===== src/rtl/led7_pkg.sv =====
// Shared constants for the seven-segment display path.
// All segment patterns are active-low, ordered {g,f,e,d,c,b,a}.
package led7_pkg;

    localparam int unsigned SEG_A = 0;
    localparam int unsigned SEG_B = 1;
    localparam int unsigned SEG_C = 2;
    localparam int unsigned SEG_D = 3;
    localparam int unsigned SEG_E = 4;
    localparam int unsigned SEG_F = 5;
    localparam int unsigned SEG_G = 6;

    localparam logic [6:0] SEG_0 = 7'h40;
    localparam logic [6:0] SEG_1 = 7'h79;
    localparam logic [6:0] SEG_2 = 7'h24;
    localparam logic [6:0] SEG_3 = 7'h30;
    localparam logic [6:0] SEG_4 = 7'h19;
    localparam logic [6:0] SEG_5 = 7'h12;
    localparam logic [6:0] SEG_6 = 7'h02;
    localparam logic [6:0] SEG_7 = 7'h78;
    localparam logic [6:0] SEG_8 = 7'h00;
    localparam logic [6:0] SEG_9 = 7'h10;
    localparam logic [6:0] SEG_HEX_A = 7'h08;
    localparam logic [6:0] SEG_HEX_B = 7'h03;
    localparam logic [6:0] SEG_HEX_C = 7'h46;
    localparam logic [6:0] SEG_HEX_D = 7'h21;
    localparam logic [6:0] SEG_HEX_E = 7'h06;
    localparam logic [6:0] SEG_HEX_F = 7'h0E;

    localparam logic [6:0] SEG_BLANK = 7'h7F;
    localparam logic [7:0] AN_NONE   = 8'hFF;

endpackage


===== src/rtl/hex_to_7seg.sv =====
// Combinational nibble-to-segment decoder; every nibble value has a glyph.
module hex_to_7seg
    import led7_pkg::*;
(
    input  logic [3:0] hex,
    output logic [6:0] seg
);

    always_comb begin
        seg = SEG_BLANK;
        unique case (hex)
            4'h0: seg = SEG_0;
            4'h1: seg = SEG_1;
            4'h2: seg = SEG_2;
            4'h3: seg = SEG_3;
            4'h4: seg = SEG_4;
            4'h5: seg = SEG_5;
            4'h6: seg = SEG_6;
            4'h7: seg = SEG_7;
            4'h8: seg = SEG_8;
            4'h9: seg = SEG_9;
            4'hA: seg = SEG_HEX_A;
            4'hB: seg = SEG_HEX_B;
            4'hC: seg = SEG_HEX_C;
            4'hD: seg = SEG_HEX_D;
            4'hE: seg = SEG_HEX_E;
            4'hF: seg = SEG_HEX_F;
        endcase
    end

endmodule


===== src/rtl/led7_display.sv =====
// Registered hex-to-seven-segment driver for common-anode displays.
// One cycle of latency; reset blanks segments and anodes immediately.
module led7_display
    import led7_pkg::*;
(
    input  logic       i_w_clk,
    input  logic       i_w_rst_n,
    input  logic [3:0] i_w_in,
    input  logic [7:0] i_w_an,
    output logic [6:0] o_w_7seg,
    output logic [7:0] o_w_an
);

    logic [6:0] seg_dec;
    logic [6:0] seg_p0;
    logic [7:0] an_p0;

    hex_to_7seg u_dec (
        .hex (i_w_in),
        .seg (seg_dec)
    );

    // Output register stage: the pins see only flop outputs, never the decoder.
    always_ff @(posedge i_w_clk or negedge i_w_rst_n) begin
        if (!i_w_rst_n) begin
            seg_p0 <= SEG_BLANK;
            an_p0  <= AN_NONE;
        end else begin
            seg_p0 <= seg_dec;
            an_p0  <= i_w_an;
        end
    end

    assign o_w_7seg = seg_p0;
    assign o_w_an   = an_p0;

endmodule


===== config.mk =====
export PLATFORM = sky130hd
export DESIGN_NAME = led7_display
export DESIGN_NICKNAME = d
export VERILOG_FILES = /design/src/rtl/led7_pkg.sv /design/src/rtl/hex_to_7seg.sv /design/src/rtl/led7_display.sv
export SDC_FILE = /design/constraint.sdc
export NUM_CORES = 1
export LEC_CHECK = 0
export BUFFER_PORTS_ARGS = -buffer_cell sky130_fd_sc_hd__buf_2
export CORE_UTILIZATION = 40
export CTS_CLUSTER_SIZE = 8
export DETAILED_ROUTE_END_ITERATION = 10
export GPL_TIMING_DRIVEN = 1
export HOLD_SLACK_MARGIN = 0.12
export PLACE_DENSITY = 0.74
export RECOVER_POWER = 25
export SKIP_CTS_REPAIR_TIMING = 1
export SLEW_MARGIN = 15
export SYNTH_ARGS = -nofsm -noshare
export SYNTH_HDL_FRONTEND = slang
export SYNTH_SLANG_ARGS = --single-unit

===== constraint.sdc =====
create_clock -name i_w_clk -period 1.44 [get_ports i_w_clk]
set_clock_uncertainty 0.05 [all_clocks]
set_input_delay 0.144 -clock i_w_clk [delete_from_list [all_inputs] [get_ports i_w_clk]]
set_output_delay 0.144 -clock i_w_clk [all_outputs]
set_load 0.02 [all_outputs]

Yosys cells after proc, flatten, opt, wreduce, memory -nomap -nowiden
Memory sizes are Yosys's and may differ from the RTL's. A register that Yosys moved wholly into a read port is not among the register bits.
Cells that the tools add are included.
W data, S select, Z words.
{ "word_totals": {"memories": 1, "input_bits": 14, "mem_bits_ro": 112, "word_cells": 3, "reg_bits": 8} }
{ "op_classes": {"reduce_logical": 1} }
{ "mem_list": {"columns": ["memory", "words", "width", "read_ports", "rd_clocked_by_memory_dff", "write_ports", "line_no", "text"], "rows": [
  ["(name not given)", 16, 7, 1, 1, 0, "hex_to_7seg.sv:11", "unique case (hex)"]
]} }
{ "op_table": {"columns": ["operator", "n"], "rows": [
  ["$logic_not A1 Y1", 1]
]} }

Logic depth before layout (Yosys ltp)
Gate-level depths: netlist (run 1).
{ "depth": {"word_depth": 1, "mapped_depth": 5} }

Hierarchy
A second synthesis (run 1) with hierarchy kept.
{ "hier_totals": {"hier_cells": 47, "area_unflattened_um2": 669.4} }
{ "modules_own_cells": {"columns": ["mod", "instances", "area_each_um2", "cells_each", "seq_area_each_um2"], "rows": [
  ["led7_display", 1, 394.1, 15, 394.1],
  ["hex_to_7seg", 1, 275.3, 32, 0.0]
]} }

Worst setup path before layout (run 1)
Ideal clock, no wire load.
{ "synth_timing": {"path_type": "input port to flip-flop", "startpoint": "input i_w_in[1]", "endpoint": "register seg_p0[0], in the netlist o_w_7seg[0]", "t_arrival_ns": 1.050, "setup_slack_ns": 0.261, "required_ns": 1.311, "stages": 5, "path_cell_list": "inv_1 -> ha_1 -> and2b_2 -> or3b_1 -> o21ai_0"} }
{ "synth_rtl": {"columns": ["element", "line_no", "text"], "rows": [
  ["from (decl)", "led7_display.sv:8", "input logic [3:0] i_w_in,"],
  ["to (decl)", "led7_display.sv:15", "logic [6:0] seg_p0;"]
]} }

Worst setup path in the final report (run 1)
{ "layout_timing": {"startpoint": "register seg_p0[2], in the netlist o_w_7seg[2]", "endpoint": "output o_w_7seg[2]"} }
{ "layout_rtl": {"columns": ["element", "line_no", "text"], "rows": [
  ["to (decl)", "led7_display.sv:10", "output logic [6:0] o_w_7seg,"]
]} }
No word-level cell between the ends.

==> reports/metrics.yaml, run 1 <==
status: "finished clean"
synthFlopType: "dfstp_2"
path_clk_slew_ns: 0.08
die_w_um: 42.9
crit_chain: "buf_2"
port_buffers: 28
endpoint_kind: "output port"
start_kind: "register"
p_leak_nw: 0.471
netlist_area_um2: 669
num_vias: 475
die-area_mm2: 0.00184
fp.dieH_um: 42.9
max_slew.worst_pin.slew_ns: 0.732
drtIter0Drc: 5
cp-startpoint: "o_w_7seg[2]"
multi_input_area_um2: 248
max_freq_mhz: 873
grt_pass1_vias: 407
dr_wl_met2_um: 549
antenna_found_initial: 0
path_buf_inv: 1
peakVddDrop_uv: 300
rsz0062_at_grt: "no"
synth.net_count: 68
met1_length_um: 543
synth_compound_area_share_pct: 6.36
synth_cells: 47
drc_errors: 0
final-seq-area_um2: 394
ys_ff_latch: 15
overflow: 0
core-area_mm2: 0.00154
clk_path_buf_depth: 2
grt_max_degree: 16
rows: 14
post-route-period-util_pct: 79.6
muxShareOfSynthArea_pct: 11.6
root_buffer: "clkbuf_4"
dr.pass1.iters: 3
maxSlewViolCount: 0
crit_arrival_ns: 0.95
maxCapViolCount: 0
fin_cells: 103
yosysWarnings: 0
synth_edf_count: 0
slew_headroom_pct: 51.2
cp_slowest_cell: "dfstp_2"
worstSetupPathType: "reg2out"
fin_crit_ns: 1.15
synth_xor_area_share_pct: 0
cp_max_fo: 1
dr_wl_met3_um: 104
hpwl_um: 788
area_growth_pct: 40.4
cts_made_buffers: 3
power_density_mw_per_mm2: 929
route.top_layer_used: "met3"
crit_path_end: "o_w_7seg[2]"
min_path_type: "in2reg"
grt_use_total_pct: 12.4
fin_util_pct: 61.0
clock_tree.htree_level_count: 1
cts_tree: "done"
hold_path_startpoint: "i_w_in[1]"
routed_wl_mm: 1.20
synthArstFlopShare_pct: 100
routabilityCongestion: 0.759
initial_core_util_pct: 43.4
yosysSeqAreaShare_pct: 58.9
cts_sinks: 15
tns_ns: 0
synth-simple-area-share_pct: 5.98
grt_pass1_wl_mm: 1.68
nFillCells: 123
vias_per_cell: 4.61
cp.required_ns: 1.25
power_mw: 0.872
drive_gt1_share_pct: 55.2
finalSetupViolCount: 0
wire_per_inst_um: 11.6
hold_violations: 0
nets: 109
synth_top_family_by_area: "adder cells"
diodes: 0
syn_area_per_cell_um2: 14.2
ant_nets: 0
path_depth: 1
dp.cells: 89
slowest_delay_ns: 0.53
ys_types: 16
critical-path-top-delay-family: "flip-flops"
ios: 29
synth_fa_ha_area_share_pct: 13.1
-- report_power, final --
| part | switching (mW) | internal (mW) |
|---|---|---|
| logic | 0.0991 | 0.0782 |
| clock network | 0.115 | 0.103 |
| registers | 0.00689 | 0.471 |
-- cell usage in the layout (no fill, tap or decap), types with 2 or more instances in the layout --
| cell | synthesis | layout |
|---|---|---|
| a22o_1 | 2 | 2 |
| buf_2 | 1 | 27 |
| clkbuf_4 | 0 | 3 |
| dfstp_2 | 15 | 15 |
| dlygate4sd3_1 | 0 | 10 |
| ha_1 | 7 | 7 |
| inv_1 | 3 | 3 |
| mux2i_1 | 4 | 4 |
| nor2_1 | 5 | 5 |
| o21ai_0 | 2 | 2 |
-- stage by stage --
stage | hold slack [ns] | setup slack (ns) | instance area, um^2
after floorplan | -0.0538 | 0.261 | 669
after global placement | 0.199 | 0.0764 | 813
after detailed placement | 0.200 | 0.0494 | 813
after CTS | -0.0990 | 0.277 | 841
after global routing | 0.172 | 0.249 | 940
final | 0.171 | 0.294 | 940
-- layout make-up --
cell class              count  area share (%)
clock buffers               3            2.40
clock inverters             1           0.533
inverters                   3            1.20
multi-input cells          27            26.4
flip-flops and latches     15            41.9
well taps                  16            2.13
repair buffers             38            25.4
-- sequential cells by signal (all words and copies together), names as in the netlist --
register  count
o_w_7seg      7
o_w_an        8
-- how the worst min path moves through the flow --
stage             endpoint  slack, ns  depth (start not counted)
6_report       o_w_7seg[1]       0.17                          2
5_1_grt        o_w_7seg[1]       0.17                          2
3_3_place_gp     o_w_an[4]       0.20                          1
2_1_floorplan  o_w_7seg[0]      -0.05                          0
3_5_place_dp     o_w_an[6]       0.20                          1
4_1_cts          o_w_an[6]       -0.1                          1
-- cells by family after synthesis --
kind of cell | after synthesis
flip-flops | 15
AO/OA/AOI/OAI | 6
buffers and inverters | 5
adder cells (fa/ha/maj) | 7
multiplexers | 6
AND/OR/NAND/NOR | 8
-- Yosys cell counts, types with 2 or more instances --
cell	count	share of area [%]
a22o_1	2	2.6
dfstp_2	15	59
inv_1	3	1.7
ha_1	7	13
o21ai_0	2	1.5
nor2_1	5	2.8
mux2i_1	4	6.0
-- metal layers --
metal	track usage, %	vias to the layer above
li1	-	236
met1	12.9	214
met2	20.6	25
met3	6.38	0
met4	5.63	0
met5	0	-
Note: power is estimated with default switching activity, not from simulation.
==> run 2: changes to the inputs <==
--- a/config.mk
+++ b/config.mk
@@ -5,13 +5,14 @@
 export SDC_FILE = /design/constraint.sdc
 export NUM_CORES = 1
 export LEC_CHECK = 0
+export ABC_AREA = 1
 export BUFFER_PORTS_ARGS = -buffer_cell sky130_fd_sc_hd__buf_2
 export CORE_UTILIZATION = 40
 export CTS_CLUSTER_SIZE = 8
 export DETAILED_ROUTE_END_ITERATION = 10
 export GPL_TIMING_DRIVEN = 1
 export HOLD_SLACK_MARGIN = 0.12
-export PLACE_DENSITY = 0.74
+export PLACE_DENSITY = 0.76
 export RECOVER_POWER = 25
 export SKIP_CTS_REPAIR_TIMING = 1
 export SLEW_MARGIN = 15
==> constraint.sdc (replaced) <==
create_clock -name i_w_clk -period 0.9 [get_ports i_w_clk]
set_clock_uncertainty 0.05 [all_clocks]
set_input_delay 0.09 -clock i_w_clk [delete_from_list [all_inputs] [get_ports i_w_clk]]
set_output_delay 0.09 -clock i_w_clk [all_outputs]
set_load 0.02 [all_outputs]
==> run 2 against run 1 <==
Effect of this change:
- the flow now finishes with violations (DRC, setup timing)
- worst setup slack worse by 0.46 ns
- via count is 28% higher
- final area increased by 19%
- routed wire length up 41%
- combinational power up 110%
- first-iteration DRC count rose to 3.2 times the previous value
- clock power is 70% higher
- synthesized cell count rose by 40%
- final cell count grew 25%
- global-route usage up 3.7 points
- critical path type unchanged
- highest routed layer unchanged
==> reports/metrics.yaml, run 2 <==
status: "finished, violations left"
violations: "DRC, setup timing"
start_kind: "register"
cp_slowest_cell: "dfstp_2"
max_slew.worst_pin.slew_ns: 0.309
path_buf_inv: 1
layout_commonest_cell: "nand2_1"
cp_max_fo: 1
synthFlopType: "dfstp_2"
dr.pass1.iters: 10
synth_area_leaders: "dfstp_2, ha_1, nand2_1"
holdPathStages: 4
maxSlewViolCount: 0
antenna_found_initial: 0
synthArstFlopShare_pct: 100
nets: 135
yosysTopAreaCellShare_pct: 56.3
yosysSeqAreaShare_pct: 56.3
rsz0062_at_grt: "yes"
rows: 14
tns_ns: -2.65
critical-path-top-delay-family: "flip-flops"
power_density_mw_per_mm2: 1370
yosys-top-cells-count: "nand2_1, dfstp_2, nand3_1, ha_1, inv_1"
ys_types: 13
routed_wl_mm: 1.69
hold_path_startpoint: "i_w_in[2]"
die-area_mm2: 0.00192
drive_gt1_share_pct: 50.4
largest_reg_flops: 8
ant_nets: 0
peakVddDrop_uv: 730
max_freq_mhz: 935
fin_util_pct: 70.8
setup_ws_ns: -0.169
root_buffer: "clkbuf_4"
fin_crit_ns: 1.07
grt_pass1_wl_mm: 2.20
synth_compound_area_share_pct: 1.96
grt_pass1_vias: 558
slowest_delay_ns: 0.54
crit_chain: "buf_6"
netlist_area_um2: 701
cp-startpoint: "o_w_an[0]"
drc_errors: 6
synth_edf_count: 0
vias_per_cell: 4.71
synth_xor_area_share_pct: 0
power_mw: 1.53
p_leak_nw: 0.576
clock_tree.htree_level_count: 1
synth_most_common_cell: "nand2_1"
min_path_type: "in2reg"
syn_area_per_cell_um2: 10.6
crit_arrival_ns: 0.93
drtIter0Drc: 16
initial_core_util_pct: 44.4
worstSetupPathType: "reg2out"
cp.required_ns: 0.76
muxShareOfSynthArea_pct: 0
hpwl_mm: 1.05
slew_headroom_pct: 79.4
synth.net_count: 87
hold_violations: 0
area_growth_pct: 59.3
synth-simple-area-share_pct: 22.3
post-route-period-util_pct: 119
overflow: 0
synth_top_area_cell: "dfstp_2"
synth_top_family_by_area: "simple AND/OR/NAND/NOR gates"
fp.dieH_um: 43.9
endpoint_kind: "output port"
cts_made_buffers: 3
num_vias: 607
diodes: 0
grt_max_degree: 16
finalSetupViolCount: 21
synth_cells: 66
path_clk_slew_ns: 0.09
wire_per_inst_um: 13.1
finalHoldWorstSlack_ns: 0.110
mostFrequentLayoutCells: "nand2_1, dfstp_2, buf_6, buf_2, dlygate4sd3_1"
synth_fa_ha_area_share_pct: 12.5
yosysWarnings: 0
cts_sinks: 15
min_to: "o_w_7seg[4]"
routabilityCongestion: 0.873
die_w_um: 43.9
maxCapViolCount: 0
core-area_mm2: 0.00158
clk_path_buf_depth: 2
ys_ff_latch: 15
port_buffers: 28
ios: 29
cts_tree: "done"
grt_use_total_pct: 16.1
[run 2: metrics by stage]
stage / cell area, um^2 / setup slack [ns] / instances
6_report: 1120 / -0.169 / 129
5_1_grt: 1120 / -0.203 / 129
4_1_cts: 902 / -0.209 / 117
3_5_place_dp: 876 / -0.0608 / 113
3_3_place_gp: 876 / -0.0279 / 113
2_1_floorplan: 701 / 0.100 / 66
[run 2: final cells by class]
type                    instances  area, um^2
fillers                       115         460
flip-flops and latches         15         394
repair buffers                 45         392
inverters                       7        26.3
clock buffers                   4        26.3
multi-input cells              42         258
well taps                      16        20.0
[run 2: cell families after synthesis]
| group | after synthesis |
|---|---|
| AND/OR/NAND/NOR | 33 |
| flip-flops | 15 |
| buffers and inverters | 9 |
| adder cells (fa/ha/maj) | 7 |
| AO/OA/AOI/OAI | 2 |
[run 2: worst max path at each step]
stage	to	depth (start not counted)
after CTS	o_w_7seg[5]	1
after detailed placement	o_w_7seg[3]	8
after global placement	o_w_7seg[3]	8
final	o_w_an[0]	1
after global routing	o_w_7seg[5]	1
after floorplan	o_w_7seg[3]	7
[run 2: power breakdown]
group	total, mW	switching (mW)	leakage [nW]	internal (mW)
Combinational	0.379	0.189	0.404	0.190
Sequential	0.778	0.0235	0.157	0.754
Clock	0.369	0.198	0.0150	0.171
Total	1.53	0.410	0.576	1.12
[run 2: layer usage]
layer	vias to the layer above	routed length (um)	track usage (%)
met4	0	0	10.3
met1	280	666	14.3
met2	32	888	31.3
met3	0	132	4.17
li1	295	-	-
met5	-	0	0
==> run 3: changes to the inputs <==
--- a/config.mk
+++ b/config.mk
@@ -12,7 +12,7 @@
 export DETAILED_ROUTE_END_ITERATION = 10
 export GPL_TIMING_DRIVEN = 1
 export HOLD_SLACK_MARGIN = 0.12
-export PLACE_DENSITY = 0.76
+export PLACE_DENSITY = 0.73
 export RECOVER_POWER = 25
 export SKIP_CTS_REPAIR_TIMING = 1
 export SLEW_MARGIN = 15
==> constraint.sdc (replaced) <==
create_clock -name i_w_clk -period 1.3 [get_ports i_w_clk]
set_clock_uncertainty 0.05 [all_clocks]
set_input_delay 0.13 -clock i_w_clk [delete_from_list [all_inputs] [get_ports i_w_clk]]
set_output_delay 0.13 -clock i_w_clk [all_outputs]
set_load 0.02 [all_outputs]
==> run 3 against run 2 <==
Effect of this change:
- the flow finishes with violations (DRC)
- power shrank 37%
- worst hold slack gained 0.029 ns
- non-clock buffer count shrank 6
- final area shrank 13%
- largest power group unchanged
- highest routed layer is now met4
==> reports/metrics.yaml, run 3 (synthesis results as in run 2) <==
routabilityCongestion: 0.825
layout_commonest_cell: "buf_2"
nets: 129
fin_crit_ns: 1.13
cp.required_ns: 1.12
vias_per_cell: 4.60
port_buffers: 28
dr_wl_met2_um: 560
grt_max_degree: 16
drc_errors: 5
drtIter0Drc: 11
place_area_um2: 838
rsz0062_at_grt: "no"
routed_wl_mm: 1.25
cts_tree: "done"
fp.dieH_um: 43.9
power_mw: 0.967
rows: 14
hold_violations: 0
ant_nets: 0
path_clk_slew_ns: 0.08
crit_arrival_ns: 0.95
clk_path_buf_depth: 2
cts_sinks: 15
finalHoldWorstSlack_ns: 0.138
endpoint_kind: "output port"
max_slew.worst_pin.slew_ns: 0.718
slowest_delay_ns: 0.53
wire_per_inst_um: 10.2
worstSetupPathType: "reg2out"
fin_area_um2: 973
met1_length_um: 538
fin_cells: 123
die_w_um: 43.9
tns_ns: 0
antenna_found_initial: 0
ios: 29
min_path_type: "in2reg"
largest_reg_flops: 8
critical-path-top-delay-family: "flip-flops"
start_kind: "register"
root_buffer: "clkbuf_4"
status: "finished, violations left"
core-area_mm2: 0.00158
clock_tree.htree_level_count: 1
cp_slowest_cell: "dfstp_2"
die-area_mm2: 0.00192
overflow: 0
hpwl_um: 891
grt_use_total_pct: 12.7
initial_core_util_pct: 44.4
final-seq-area_um2: 394
cts_made_buffers: 3
power_density_mw_per_mm2: 994
area_growth_pct: 38.9
peakVddDrop_uv: 388
nFillCells: 119
slew_headroom_pct: 52.1
finalSetupViolCount: 0
crit_chain: "buf_2"
route.top_layer_used: "met4"
path_buf_inv: 1
diodes: 0
dr_wl_met3_um: 142
grt_pass1_vias: 438
p_leak_nw: 0.518
multi_input_area_um2: 258
mostFrequentLayoutCells: "buf_2, nand2_1, dfstp_2, dlygate4sd3_1, nand3_1"
num_vias: 566
maxCapViolCount: 0
violations: "DRC"
dp.cells: 108
drive_gt1_share_pct: 47.7
post-route-period-util_pct: 86.8
max_freq_mhz: 887
grt_pass1_wl_mm: 1.76
dr.pass1.iters: 10
cp_max_fo: 1
maxSlewViolCount: 0
## run 3: power breakdown
| part | internal, mW | switching [mW] | total, mW |
|---|---|---|---|
| Combinational | 0.0815 | 0.122 | 0.203 |
| Sequential | 0.521 | 0.00751 | 0.528 |
| Clock | 0.118 | 0.117 | 0.236 |
## run 3: final cells by class
cell class / count / area share, %
clock buffer: 4 / 2.70
multi-input combinational: 42 / 26.5
timing repair buffer: 39 / 25.6
tap: 16 / 2.06
inverter: 7 / 2.70
sequential: 15 / 40.5
## run 3: final timing paths
path / startpoint / depth (start not counted) / slack (ns) / endpoint
max: o_w_an[7] / 1 / 0.17 / o_w_an[7]
min in group asynchronous: i_w_rst_n / 2 / 0.76 / o_w_an[7]
min: i_w_in[0] / 4 / 0.14 / o_w_7seg[1]
max in group asynchronous: i_w_rst_n / 2 / 0.41 / o_w_7seg[5]
## run 3: metrics by stage
| stage | utilization [%] | worst slack [ns] |
|---|---|---|
| final | 61.7 | 0.172 |
| after global routing | 61.7 | 0.131 |
| after CTS | 54.8 | 0.165 |
| after detailed placement | 53.2 | 0.230 |
| after global placement | 53.2 | 0.272 |
| after floorplan | - | 0.460 |
## run 3: metal layers
| metal | GRT usage [%] | vias to the layer above |
|---|---|---|
| li1 | - | 284 |
| met1 | 14.8 | 247 |
| met2 | 20.6 | 33 |
| met3 | 3.75 | 2 |
| met4 | 7.27 | 0 |
| met5 | 0 | - |
